--- src/rtl/core_seq_pkg.sv ---
// Shared types and constants for the methane RV32I multicycle control sequencer.
package core_seq_pkg;

  localparam int unsigned XLEN    = 32;
  localparam int unsigned ERR_W   = 3;
  localparam int unsigned TIMER_W = 16;

  localparam logic [XLEN-1:0] RESET_PC_DEFAULT = 32'h0000_0000;

  localparam int unsigned ERR_ILLEGAL  = 0;
  localparam int unsigned ERR_MISALIGN = 1;
  localparam int unsigned ERR_TIMEOUT  = 2;

  typedef enum logic [2:0] {
    S_IDLE   = 3'd0,
    S_FETCH  = 3'd1,
    S_DECODE = 3'd2,
    S_EXEC   = 3'd3,
    S_MEM    = 3'd4,
    S_WB     = 3'd5,
    S_HALT   = 3'd6
  } seq_state_t;

  typedef enum logic [2:0] {
    CLS_ALU     = 3'd0,
    CLS_LOAD    = 3'd1,
    CLS_STORE   = 3'd2,
    CLS_BRANCH  = 3'd3,
    CLS_JAL     = 3'd4,
    CLS_JALR    = 3'd5,
    CLS_UPPER   = 3'd6,
    CLS_ILLEGAL = 3'd7
  } inst_cls_t;

  // Instruction redirects pc to its target instead of pc+4.
  function automatic logic uses_target(input inst_cls_t c, input logic taken);
    return (c == CLS_JAL) || (c == CLS_JALR) || ((c == CLS_BRANCH) && taken);
  endfunction

  function automatic logic writes_rd(input inst_cls_t c);
    return !((c == CLS_STORE) || (c == CLS_BRANCH));
  endfunction

endpackage

--- src/rtl/core_sequencer_if.sv ---
// Instruction- and data-memory request/ack handshake bundle for core_sequencer.
interface core_sequencer_if;
  import core_seq_pkg::*;

  logic            imem_req;
  logic [XLEN-1:0] imem_addr;
  logic            imem_ack;
  logic            dmem_req;
  logic            dmem_we;
  logic            dmem_ack;

  modport master (
    output imem_req, imem_addr, dmem_req, dmem_we,
    input  imem_ack, dmem_ack
  );

  modport slave (
    input  imem_req, imem_addr, dmem_req, dmem_we,
    output imem_ack, dmem_ack
  );
endinterface

--- src/rtl/seq_wait_timer.sv ---
// Consecutive-wait-cycle counter shared by the FETCH and MEM handshakes; limit 0 never expires.
module seq_wait_timer
  import core_seq_pkg::*;
(
  input  logic               clk,
  input  logic               rst,
  input  logic               clear,
  input  logic               en,
  input  logic [TIMER_W-1:0] limit,
  output logic               expire
);

  logic [TIMER_W-1:0] cnt;

  always_ff @(posedge clk) begin
    if (rst || clear) begin
      cnt <= '0;
    end else if (en) begin
      cnt <= cnt + TIMER_W'(1);
    end
  end

  // Fires on the limit-th consecutive un-acked cycle, so the requester drops out next cycle.
  assign expire = en && (limit != '0) && (cnt == (limit - TIMER_W'(1)));

endmodule

--- src/rtl/core_sequencer.sv ---
// Multicycle FETCH/DECODE/EXEC/MEM/WB sequencer owning the pc; sticky HALT on fault.
// Optional CORE_SEQ_PERF_EN adds cycle_cnt / instret_cnt performance counters.
module core_sequencer
  import core_seq_pkg::*;
#(
  parameter logic [XLEN-1:0] RESET_PC    = RESET_PC_DEFAULT,
  parameter int unsigned     MEM_TIMEOUT = 255
) (
  input  logic              clk,
  input  logic              rst,
  input  logic              start,
  input  logic              stop,
  core_sequencer_if.master  mem,
  output logic              ir_we,
  output logic              dec_en,
  input  logic [2:0]        cls,
  output logic              exec_en,
  input  logic              br_taken,
  input  logic [XLEN-1:0]   target,
  output logic              rd_we,
  output logic [XLEN-1:0]   pc,
  output logic              busy,
  output logic              halted,
  output logic [ERR_W-1:0]  err
`ifdef CORE_SEQ_PERF_EN
  ,
  output logic [63:0]       cycle_cnt,
  output logic [63:0]       instret_cnt
`endif
);

  seq_state_t      state;
  seq_state_t      state_nx;
  inst_cls_t       cls_in;
  inst_cls_t       cls_q;
  logic            taken_q;
  logic [XLEN-1:0] target_q;
  logic            stop_pend;
  logic            stop_req;
  logic            imem_req_c;
  logic            dmem_req_c;
  logic            dmem_we_c;
  logic            pc_ld;
  logic [ERR_W-1:0] err_set;
  logic            wait_en;
  logic            expire;

  assign cls_in   = inst_cls_t'(cls);
  assign stop_req = stop_pend || stop;
  assign busy     = (state != S_IDLE) && (state != S_HALT);
  assign halted   = (state == S_HALT);

  assign mem.imem_req  = imem_req_c;
  assign mem.imem_addr = pc;
  assign mem.dmem_req  = dmem_req_c;
  assign mem.dmem_we   = dmem_we_c;

  // Kept outside the FSM block so the timer's expire does not loop back through it.
  assign wait_en = ((state == S_FETCH) && !mem.imem_ack) ||
                   ((state == S_MEM)   && !mem.dmem_ack);

  seq_wait_timer u_wait_timer (
    .clk    (clk),
    .rst    (rst),
    .clear  (!wait_en),
    .en     (wait_en),
    .limit  (TIMER_W'(MEM_TIMEOUT)),
    .expire (expire)
  );

  always_ff @(posedge clk) begin
    if (rst) begin
      state <= S_IDLE;
    end else begin
      state <= state_nx;
    end
  end

  always_comb begin
    state_nx   = state;
    ir_we      = 1'b0;
    dec_en     = 1'b0;
    exec_en    = 1'b0;
    rd_we      = 1'b0;
    imem_req_c = 1'b0;
    dmem_req_c = 1'b0;
    dmem_we_c  = 1'b0;
    pc_ld      = 1'b0;
    err_set    = '0;

    case (state)
      S_IDLE: begin
        if (start) state_nx = S_FETCH;
      end
      S_FETCH: begin
        imem_req_c = 1'b1;
        if (mem.imem_ack) begin
          ir_we    = 1'b1;
          state_nx = S_DECODE;
        end else if (expire) begin
          err_set[ERR_TIMEOUT] = 1'b1;
          state_nx             = S_HALT;
        end
      end
      S_DECODE: begin
        dec_en   = 1'b1;
        state_nx = S_EXEC;
      end
      S_EXEC: begin
        exec_en = 1'b1;
        if (cls_in == CLS_ILLEGAL) begin
          err_set[ERR_ILLEGAL] = 1'b1;
          state_nx             = S_HALT;
        end else if (uses_target(cls_in, br_taken) && (target[1:0] != 2'b00)) begin
          err_set[ERR_MISALIGN] = 1'b1;
          state_nx              = S_HALT;
        end else if ((cls_in == CLS_LOAD) || (cls_in == CLS_STORE)) begin
          state_nx = S_MEM;
        end else begin
          state_nx = S_WB;
        end
      end
      S_MEM: begin
        dmem_req_c = 1'b1;
        dmem_we_c  = (cls_q == CLS_STORE);
        if (mem.dmem_ack) begin
          state_nx = S_WB;
        end else if (expire) begin
          err_set[ERR_TIMEOUT] = 1'b1;
          state_nx             = S_HALT;
        end
      end
      S_WB: begin
        rd_we    = writes_rd(cls_q);
        pc_ld    = 1'b1;
        state_nx = stop_req ? S_IDLE : S_FETCH;
      end
      S_HALT: begin
        state_nx = S_HALT;
      end
      default: begin
        state_nx = S_IDLE;
      end
    endcase

    // A reset cycle abandons the instruction: no strobe may escape alongside it.
    if (rst) begin
      ir_we      = 1'b0;
      dec_en     = 1'b0;
      exec_en    = 1'b0;
      rd_we      = 1'b0;
      imem_req_c = 1'b0;
      dmem_req_c = 1'b0;
      dmem_we_c  = 1'b0;
    end
  end

  always_ff @(posedge clk) begin
    if (rst) begin
      pc        <= RESET_PC;
      err       <= '0;
      cls_q     <= CLS_ALU;
      taken_q   <= 1'b0;
      target_q  <= '0;
      stop_pend <= 1'b0;
    end else begin
      err <= err | err_set;
      if (exec_en) begin
        cls_q    <= cls_in;
        taken_q  <= br_taken;
        target_q <= target;
      end
      if (pc_ld) begin
        pc <= uses_target(cls_q, taken_q) ? target_q : pc + XLEN'(4);
      end
      // A start+stop in IDLE still runs one instruction before stopping.
      if (state_nx == S_IDLE) begin
        stop_pend <= 1'b0;
      end else if (stop && (busy || ((state == S_IDLE) && start))) begin
        stop_pend <= 1'b1;
      end
    end
  end

`ifdef CORE_SEQ_PERF_EN
  always_ff @(posedge clk) begin
    if (rst) begin
      cycle_cnt   <= '0;
      instret_cnt <= '0;
    end else begin
      if (busy)          cycle_cnt   <= cycle_cnt + 64'd1;
      if (state == S_WB) instret_cnt <= instret_cnt + 64'd1;
    end
  end
`endif

endmodule

--- src/flat_wrapper.sv ---
// flat-port wrapper written by rule: the top's interface ports become plain ports
module core_sequencer_flat import core_seq_pkg::*;
#(
  parameter logic [XLEN-1:0] RESET_PC    = RESET_PC_DEFAULT,
  parameter int unsigned     MEM_TIMEOUT = 255
)
  (clk, rst, start, stop, ir_we, dec_en, cls, exec_en, br_taken, target, rd_we, pc, busy, halted, err, mem_imem_req, mem_imem_addr, mem_dmem_req, mem_dmem_we, mem_imem_ack, mem_dmem_ack);
  core_sequencer_if mem_i ();
  input  logic clk;
  input  logic rst;
  input  logic start;
  input  logic stop;
  output logic ir_we;
  output logic dec_en;
  input  logic [2:0] cls;
  output logic exec_en;
  input  logic br_taken;
  input  logic [XLEN-1:0] target;
  output logic rd_we;
  output logic [XLEN-1:0] pc;
  output logic busy;
  output logic halted;
  output logic [ERR_W-1:0] err;
  output wire logic [$bits(mem_i.imem_req)-1:0] mem_imem_req;
  output wire logic [$bits(mem_i.imem_addr)-1:0] mem_imem_addr;
  output wire logic [$bits(mem_i.dmem_req)-1:0] mem_dmem_req;
  output wire logic [$bits(mem_i.dmem_we)-1:0] mem_dmem_we;
  input wire logic [$bits(mem_i.imem_ack)-1:0] mem_imem_ack;
  input wire logic [$bits(mem_i.dmem_ack)-1:0] mem_dmem_ack;
  assign mem_imem_req = mem_i.imem_req;
  assign mem_imem_addr = mem_i.imem_addr;
  assign mem_dmem_req = mem_i.dmem_req;
  assign mem_dmem_we = mem_i.dmem_we;
  assign mem_i.imem_ack = mem_imem_ack;
  assign mem_i.dmem_ack = mem_dmem_ack;
  core_sequencer #(.RESET_PC(RESET_PC), .MEM_TIMEOUT(MEM_TIMEOUT)) u_core (.clk(clk), .rst(rst), .start(start), .stop(stop), .mem(mem_i), .ir_we(ir_we), .dec_en(dec_en), .cls(cls), .exec_en(exec_en), .br_taken(br_taken), .target(target), .rd_we(rd_we), .pc(pc), .busy(busy), .halted(halted), .err(err));
endmodule
--- config.mk ---
export PLATFORM = sky130hd
export DESIGN_NAME = core_sequencer_flat
export DESIGN_NICKNAME = d
export VERILOG_FILES = /design/src/rtl/core_seq_pkg.sv /design/src/rtl/core_sequencer_if.sv /design/src/rtl/seq_wait_timer.sv /design/src/rtl/core_sequencer.sv /design/src/flat_wrapper.sv
export SDC_FILE = /design/constraint.sdc
export NUM_CORES = 1
export LEC_CHECK = 0
export CAP_MARGIN = 10
export CORE_MARGIN = 5
export CORE_UTILIZATION = 35
export DETAILED_ROUTE_END_ITERATION = 16
export DONT_BUFFER_PORTS = 1
export PLACE_DENSITY = 0.54
export SKIP_CTS_REPAIR_TIMING = 1
export SYNTH_ARGS = -nofsm -noshare
export SYNTH_HDL_FRONTEND = slang
export SYNTH_SLANG_ARGS = --single-unit
--- constraint.sdc ---
create_clock -name clk -period 6.15 [get_ports clk]
set_clock_uncertainty 0.05 [all_clocks]
set_input_delay 0.3075 -clock clk [delete_from_list [all_inputs] [get_ports clk]]
set_output_delay 0.3075 -clock clk [all_outputs]
set_load 0.1 [all_outputs]
# Word level (Yosys, flattened, before mapping)

Index checks and enable logic that the tools add are counted.

Flip-flop bits (word level): 91

Reduce and logical (&&, ||, !) cells: 28
Equal/unequal tests: 18
Mux-type cells: 34
Bitwise operators: 1
Add/sub/neg operators: 2

Operator list:

| kind                                           | number |
|---|---|
| adder 32 x 3 -> 32 bit, second input constant  | 1 |
| two-way mux 32 bit                             | 1 |
| == test 3 bit, second input constant           | 8 |
| two-way mux 1 bit                              | 24 |
| case mux 3 bit (7 select lines)                | 1 |
| == test 3 x 2 -> 1 bit, second input constant  | 6 |
| two-way mux 3 bit                              | 6 |
| adder 16 x 1 -> 16 bit, second input constant  | 1 |
| == test 16 x 8 -> 1 bit, second input constant | 1 |
| logical OR 1 bit                               | 10 |
| logical AND 1 bit                              | 9 |
| == test 3 x 1 -> 1 bit, second input constant  | 2 |
| logical NOT 3 bit                              | 2 |
| logical NOT 1 bit                              | 4 |
| != test 3 bit, second input constant           | 1 |
| bitwise OR 3 bit                               | 1 |
| nonzero test 3 bit                             | 1 |
| two-way mux 2 bit                              | 1 |
| case mux 1 bit (2 select lines)                | 1 |
| nonzero test 2 bit                             | 1 |
| OR reduction 2 bit                             | 1 |

# Depth between registers and ports, before layout

Gate-level depths: netlist (run 1).

Depth in word-level cells: 9
Depth in mapped cells: 9
Mapped depth without buffers: 7

# Modules after synthesis

From an unflattened synthesis (run 1), not the netlist that was laid out.

Cells, all modules: 717
Area total of the unflattened synthesis: 5566.6 um^2

Modules (own cells, without submodules):

| module         | area each (um^2) | seq. area each (um^2) | instances | cells each |
|---|---|---|---|---|
| core_sequencer | 4275.4           | 1501.4                | 1         | 560 |
| seq_wait_timer | 1291.2           | 320.3                 | 1         | 157 |

# Worst setup path before layout (run 1)

OpenSTA, ideal clock, no wires.

Path kind: register to output
Start point: register u_core.state[1]
End point: output mem_dmem_we
Arrival: 3.553 ns
Data required time: 5.793 ns
Setup slack: 2.240 ns
Stages on the path, launching flop included: 4
Path through: dfxtp_1 > clkbuf_1 > nor3_1 > and4bb_2

Cells in the longest elaborated chain, start to end: 3

RTL lines:

| what                   | RTL line              | text |
|---|---|---|
| from (decl)            | core_sequencer.sv:32  | `seq_state_t state;` |
| from (signal assigned) | core_sequencer.sv:75  | `state <= state_nx;` |
| == test 3 bit          | core_sequencer.sv:91  | `case (state)` |
| two-way mux 1 bit      | core_sequencer.sv:91  |  |
| two-way mux 1 bit      | core_sequencer.sv:147 | `if (rst) begin` |
| to (decl)              | flat_wrapper.sv:27    | `output wire logic [$bits(mem_i.dmem_we)-1:0] mem_dmem_we;` |

No other way between the ends.

# Worst setup path in the final report (run 1)

Start point: register u_core.state[2]
End point: output rd_we

Cells in the longest elaborated chain, start to end: 3

RTL lines:

| what              | RTL line              | text |
|---|---|---|
| == test 3 bit     | core_sequencer.sv:91  |  |
| two-way mux 1 bit | core_sequencer.sv:91  |  |
| two-way mux 1 bit | core_sequencer.sv:147 |  |
| to (decl)         | flat_wrapper.sv:19    | `output logic rd_we;` |

No other way between the ends.

==> impl_metrics.tcl, run 1 <==
set metrics [dict create \
    status "finished, final reports clean" \
    grt_max_degree 90 \
    async_reset_ff_share_pct 0 \
    die_area_sq_um 15900 \
    finalHoldViolations 0 \
    max-vdd-ir-drop_mv 0.146 \
    crit_family "compound AO/OA/AOI/OAI gates" \
    yosys_most_used_dff "dfxtp_1" \
    yosys_warnings 0 \
    syn2layout_area_growth_pct 7.09 \
    cp_slowest_cell "a21oi_2" \
    cts_num_sinks 91 \
    ios 118 \
    leakagePower_nw 1.55 \
    drt_first_pass_iters 5 \
    nFillCells 1370 \
    power.total_mw 1.37 \
    ctsRootBufferMaster "clkbuf_16" \
    die_w_microns 126 \
    globalRoute.totalOverflow 0 \
    ctsHtreeMaxLevel 3 \
    path_clk_slew_ns 0.07 \
    synth_nets 663 \
    dp.cells 729 \
    cts_made_buffers 9 \
    wl_per_cell_microns 18.2 \
    syn_area_sq_um 4730 \
    grt_pass1_vias 3816 \
    synth_top_area_share_pct 38.5 \
    timing.final.ws_setup_ns 3.09 \
    cp.required_ns 5.79 \
    cp_slowest_stage_delay_ns 0.97 \
    finalCritPeriodShare_pct 49.8 \
    setup_violations 0 \
    antenna_found_initial 0 \
    antenna_left 0 \
    grt_use_total_pct 16.1 \
    place_congestion 0.867 \
    synth.most_common_cell "nand2_1" \
    dp_hpwl_mm 8.76 \
    fin_cells 748 \
    p_per_area_nw_per_um2 270 \
    drt_iter0_drc 425 \
    period_needed_ns 3.06 \
    multi_input_area_sq_um 2490 \
    drv_slew 0 \
    rsz0062_at_grt "no" \
    yosysTopAreaCell "dfxtp_1" \
    routed_wl_mm 13.6 \
    maxClockFrequency_mhz 326 \
    cp_max_fo 25 \
    cts_buffer_depth 2 \
    worst_setup_path_end_kind "primary output" \
    setup.worst_path.class "reg -> out" \
    synth_area_leaders "dfxtp_1 39%, nand2_1 9.0%, a21oi_1 7.7%" \
    synth_edf_count 0 \
    startpoint_type "flip-flop" \
    slew_headroom_pct 18.8 \
    hold_path_class "in -> reg" \
    postSynthCellCount 618 \
    regArea_sq_um 1860 \
    synth-seq-cells 91 \
    avgSynthCellArea_sq_um 7.65 \
    synthTopCellsByCount "114 x nand2_1, 91 x dfxtp_1, 73 x a21oi_1, 36 x clkbuf_1, 36 x nor2_1" \
    hold-worst-slack_ns 0.0253 \
    fin_nets 612 \
    clk_latency_ns 0.35 \
    ys_seq_area_share_pct 38.5 \
    worst_pin_slew_ns 1.22 \
    tns_ns 0 \
    io_buffer_count 0 \
    start_util_pct 35.7 \
    critPathArrivalTime_ns 2.71 \
    cap_viol_max_count 0 \
    cts_tree "done" \
    diodes 0 \
    rows 42 \
    dpl_worst_slack_ns 3.22 \
    synth.distinct_cells 60 \
    path_buf_inv 1 \
    viasPerCell 5.67 \
    vias 4239 \
    core_sq_um 13200 \
    die_h_microns 126 \
    path_cells "and3b_1, buf_4, nand2b_1, a21oi_2" \
    grt_pass1_wl_mm 20.8 \
    layout-drive-gt1-share_pct 13.5 \
    drc 0 \
]
registers in the layout (all words and copies together), names as in the netlist:
name and flops:
u_core.u_wait_timer.cnt 16, u_core.err 3, u_core.target_q 32, u_core.cls_q 3, u_core.state 3, u_core.taken_q 1
u_core.mem.imem_addr 32, u_core.stop_pend 1
per-stage QoR:
| stage | instance area [sq um] | util [%] |
|---|---|---|
| floorplan | 4730 | - |
| global placement | 4730 | 35.7 |
| detailed placement | 4730 | 35.7 |
| CTS | 5010 | 37.9 |
| global route | 5060 | 38.2 |
| finish | 5060 | 38.2 |
worst register-to-register path: stages (launching register included):
cell,delay (ns)
dfxtp_2,1.09
nand4_1,0.38
nor4_2,0.55
nand3_1,0.24
or4_1,0.44
a31oi_1,0.18
cells by family (layout without fill, tap and decap cells):
family / count (synthesis) / after routing / share of synthesized area [%]
adder cells (fa/ha/maj): 3 / 3 / 0.794
flip-flops: 91 / 91 / 38.5
buffers and inverters: 84 / 38 / 9.47
multiplexers: 6 / 6 / 1.38
AO/OA/AOI/OAI: 151 / 151 / 19.1
AND/OR/NAND/NOR: 269 / 269 / 28.1
XOR/XNOR: 14 / 14 / 2.59
path summary, 6_finish.rpt:
check                                                        endpoint                                   from  slack, ns  cells after the start
worst max-delay path                                            rd_we             u_core.state[2]$_SDFF_PP0_       3.09                      4
worst min-delay path            u_core.mem.imem_addr[21]$_SDFFE_PP0P_                                    rst       0.03                      1
worst max register to register  u_core.mem.imem_addr[31]$_SDFFE_PP0P_  u_core.mem.imem_addr[13]$_SDFFE_PP0P_       3.16                      5
worst min register to register   u_core.mem.imem_addr[1]$_SDFFE_PP0P_        u_core.target_q[1]$_SDFFE_PP0P_       0.40                      2
final cells by class:
| type | count | area share (%) |
|---|---|---|
| Clock inverter | 7 | 1.11 |
| Sequential cell | 91 | 36.8 |
| Tap cell | 176 | 4.35 |
| Clock buffer | 9 | 4.45 |
| Timing Repair Buffer | 14 | 3.66 |
| Multi-Input combinational cell | 443 | 49.1 |
| Inverter | 8 | 0.593 |
power breakdown:
group	leakage [nW]	total, mW	internal, mW	switching [mW]
logic	0.658	0.120	0.0387	0.0812
registers	0.751	0.710	0.606	0.104
clock network	0.138	0.538	0.281	0.257
total	1.55	1.37	0.925	0.442
layer usage:
layer	vias up	global-route usage [%]	part of all wire [%]
li1	2054	-	-
met5	-	0	0
met3	17	4.95	7.4
met4	0	6.69	2.6
met2	132	24.5	46
met1	2036	21.3	44
cell usage in the layout (no fill, tap or decap), drive strengths merged, types with 3 or more instances in the layout:
| cell | Yosys | layout |
|---|---|---|
| ha | 3 | 3 |
| nor3 | 18 | 18 |
| dfxtp | 91 | 91 |
| nand3b | 4 | 4 |
| nand4b | 6 | 6 |
| inv | 8 | 13 |
| xnor2 | 3 | 3 |
| nor2 | 36 | 36 |
| a41oi | 4 | 4 |
| nor4 | 10 | 10 |
| nand2b | 7 | 7 |
| o21ai | 23 | 23 |
| buf | 39 | 10 |
| o31a | 3 | 3 |
| a21o | 13 | 13 |
| xor2 | 11 | 11 |
| clkbuf | 37 | 12 |
| nor2b | 7 | 7 |
| a22oi | 5 | 5 |
| mux2 | 4 | 4 |
| nand3 | 20 | 20 |
| and2 | 4 | 4 |
| and4 | 3 | 3 |
| or3 | 5 | 5 |
| and3 | 8 | 8 |
| a31oi | 10 | 10 |
| a21oi | 73 | 73 |
| o32ai | 3 | 3 |
| nand4 | 12 | 12 |
| nand2 | 114 | 114 |
| or4 | 3 | 3 |
Power figures use the tool's default switching activity.
==> run 2: changes to the inputs <==
Clock period 6.15 ns to 3 ns, I/O delays scaled along.
==> run 2 against run 1 <==
Via count increased by 3.5%. Sequential power grew 85%. Register-to-register slack worse by 2.3 ns. Non-clock buffer count grew 76. Critical path depth did not move. Sequential share of layout area fell by 4.2 points. Global-route usage rose by 0.69 points. Flip-flop and latch count unchanged. Count of clock-buffer cells in the layout is 1 higher. Cell area grew 13%. Hold slack gained 0.0031 ns.
==> impl_metrics.tcl, run 2 (same netlist as run 1, synthesis figures left out) <==
set metrics [dict create \
    cts_tree "done" \
    final_common_cell "nand2_1" \
    die_area_sq_um 15900 \
    hold_path_class "in -> reg" \
    antenna_found_initial 0 \
    worst_pin_slew_ns 1.07 \
    nFillCells 1382 \
    startpoint "u_core.state[0]$_SDFF_PP0_" \
    ctsRootBufferMaster "clkbuf_16" \
    crit_cells 4 \
    p_comb_share_pct 15.4 \
    finalHoldViolations 0 \
    drt_first_pass_iters 4 \
    critPathArrivalTime_ns 2.24 \
    slew_headroom_pct 28.9 \
    leakagePower_nw 1.91 \
    crit_path_end "exec_en" \
    path_buf_inv 1 \
    cp.required_ns 2.80 \
    viasPerCell 5.32 \
    drv_slew 0 \
    p_int_mw 2.03 \
    p_per_area_nw_per_um2 509 \
    wl_per_cell_microns 16.7 \
    dp.cells 768 \
    p_sw_share_pct 30.2 \
    place_congestion 0.846 \
    core_sq_um 13200 \
    pwr-share-seq_pct 45.0 \
    status "finished, final reports clean" \
    cp_slowest_stage_delay_ns 0.54 \
    routed_wl_mm 13.8 \
    diodes 0 \
    worst_setup_path_end_kind "primary output" \
    grt_pass1_wl_mm 21.5 \
    clockPowerShare_pct 39.6 \
    crit_family "simple AND/OR/NAND/NOR gates" \
    regToRegSetupSlack_ns 0.82 \
    vias 4386 \
    cts_num_sinks 91 \
    dp_hpwl_mm 9.62 \
    syn2layout_area_growth_pct 21.1 \
    fin_nets 688 \
    grt_pass1_vias 4034 \
    die_w_microns 126 \
    r2r-end "u_core.mem.imem_addr[7]$_SDFFE_PP0P_" \
    fin_util_pct 43.2 \
    timing.final.ws_setup_ns 0.561 \
    ctsHtreeMaxLevel 3 \
    grt_max_degree 90 \
    path_clk_slew_ns 0.06 \
    p_sw_mw 0.878 \
    startpoint_type "flip-flop" \
    setup_violations 0 \
    cts_buffer_depth 2 \
    layout-drive-gt1-share_pct 17.7 \
    start_util_pct 35.7 \
    globalRoute.totalOverflow 0 \
    r2r_cells 6 \
    power.total_mw 2.91 \
    drc 0 \
    io_buffer_count 0 \
    cts_made_buffers 9 \
    drt_iter0_drc 254 \
    finalCritPeriodShare_pct 81.3 \
    period_needed_ns 2.44 \
    setup.worst_path.class "reg -> out" \
    antenna_left 0 \
    path_cells "nor2b_1, nand2_1, nor2_2, buf_4" \
    clk_latency_ns 0.35 \
    final_cell_mix "114 x nand2_1, 72 x a21oi_1, 59 x dfxtp_1" \
    rows 42 \
    grt_use_total_pct 16.8 \
    maxClockFrequency_mhz 410 \
    die_h_microns 126 \
    max-vdd-ir-drop_mv 0.293 \
    reg2reg_from "u_core.cls_q[2]$_SDFFE_PP0P_" \
    fin_cells 824 \
    ios 118 \
    rsz0062_at_grt "no" \
    cap_viol_max_count 0 \
    dpl_worst_slack_ns 0.840 \
    cp_slowest_cell "dfxtp_1" \
    cp_max_fo 15 \
]
## run 2: layout make-up
cell class,instances,area [sq um],share of cell area [%]
Clock buffer,10,239,4.17
Multi-Input combinational cell,443,2500,43.6
Sequential cell,91,1860,32.5
Timing Repair Buffer,90,811,14.2
Inverter,8,30.0,0.524
Clock inverter,6,65.1,1.14
Tap cell,176,220,3.85
## run 2: power groups by stage
stage,clock network (mW),registers [mW],logic (mW)
2_1_floorplan,0,1.37,0.302
3_3_place_gp,0,1.33,0.381
3_5_place_dp,0,1.34,0.386
4_1_cts,1.19,1.31,0.386
5_1_grt,1.25,1.32,0.472
6_report,1.15,1.31,0.447
## run 2: worst min-delay path: cells and delay by family
family	cells	cell delay, ns
multiplexers	1	0.11
AND/OR/NAND/NOR	2	0.11
## run 2: metal layers
| layer | global-route usage [%] | share of wire (%) | up-vias |
|---|---|---|---|
| met5 | 0 | 0 | - |
| met3 | 6.35 | 6.0 | 12 |
| met4 | 5.30 | 0.91 | 0 |
| met2 | 26.9 | 48 | 115 |
| li1 | - | - | 2201 |
| met1 | 21.0 | 45 | 2058 |
## run 2: how the worst min path moves through the flow
stage               startpoint  depth (start not counted)                                     to  slack, ns
floorplan             br_taken                          2            u_core.taken_q$_SDFFE_PP0P_       0.24
global placement           rst                          1  u_core.mem.imem_addr[31]$_SDFFE_PP0P_       0.17
detailed placement         rst                          1  u_core.mem.imem_addr[31]$_SDFFE_PP0P_       0.18
CTS                        rst                          1   u_core.mem.imem_addr[1]$_SDFFE_PP0P_      -0.20
global route               rst                          3  u_core.mem.imem_addr[28]$_SDFFE_PP0P_       0.02
finish                     rst                          3  u_core.mem.imem_addr[28]$_SDFFE_PP0P_       0.03
## run 2: metrics by stage
step / instance area (sq um) / hold WS, ns / setup TNS (ns)
final: 5730 / 0.0284 / 0
after global routing: 5730 / 0.0180 / 0
after CTS: 5310 / -0.197 / 0
after detailed placement: 5000 / 0.181 / 0
after global placement: 5000 / 0.175 / 0
after floorplan: 4740 / 0.236 / -0.0117
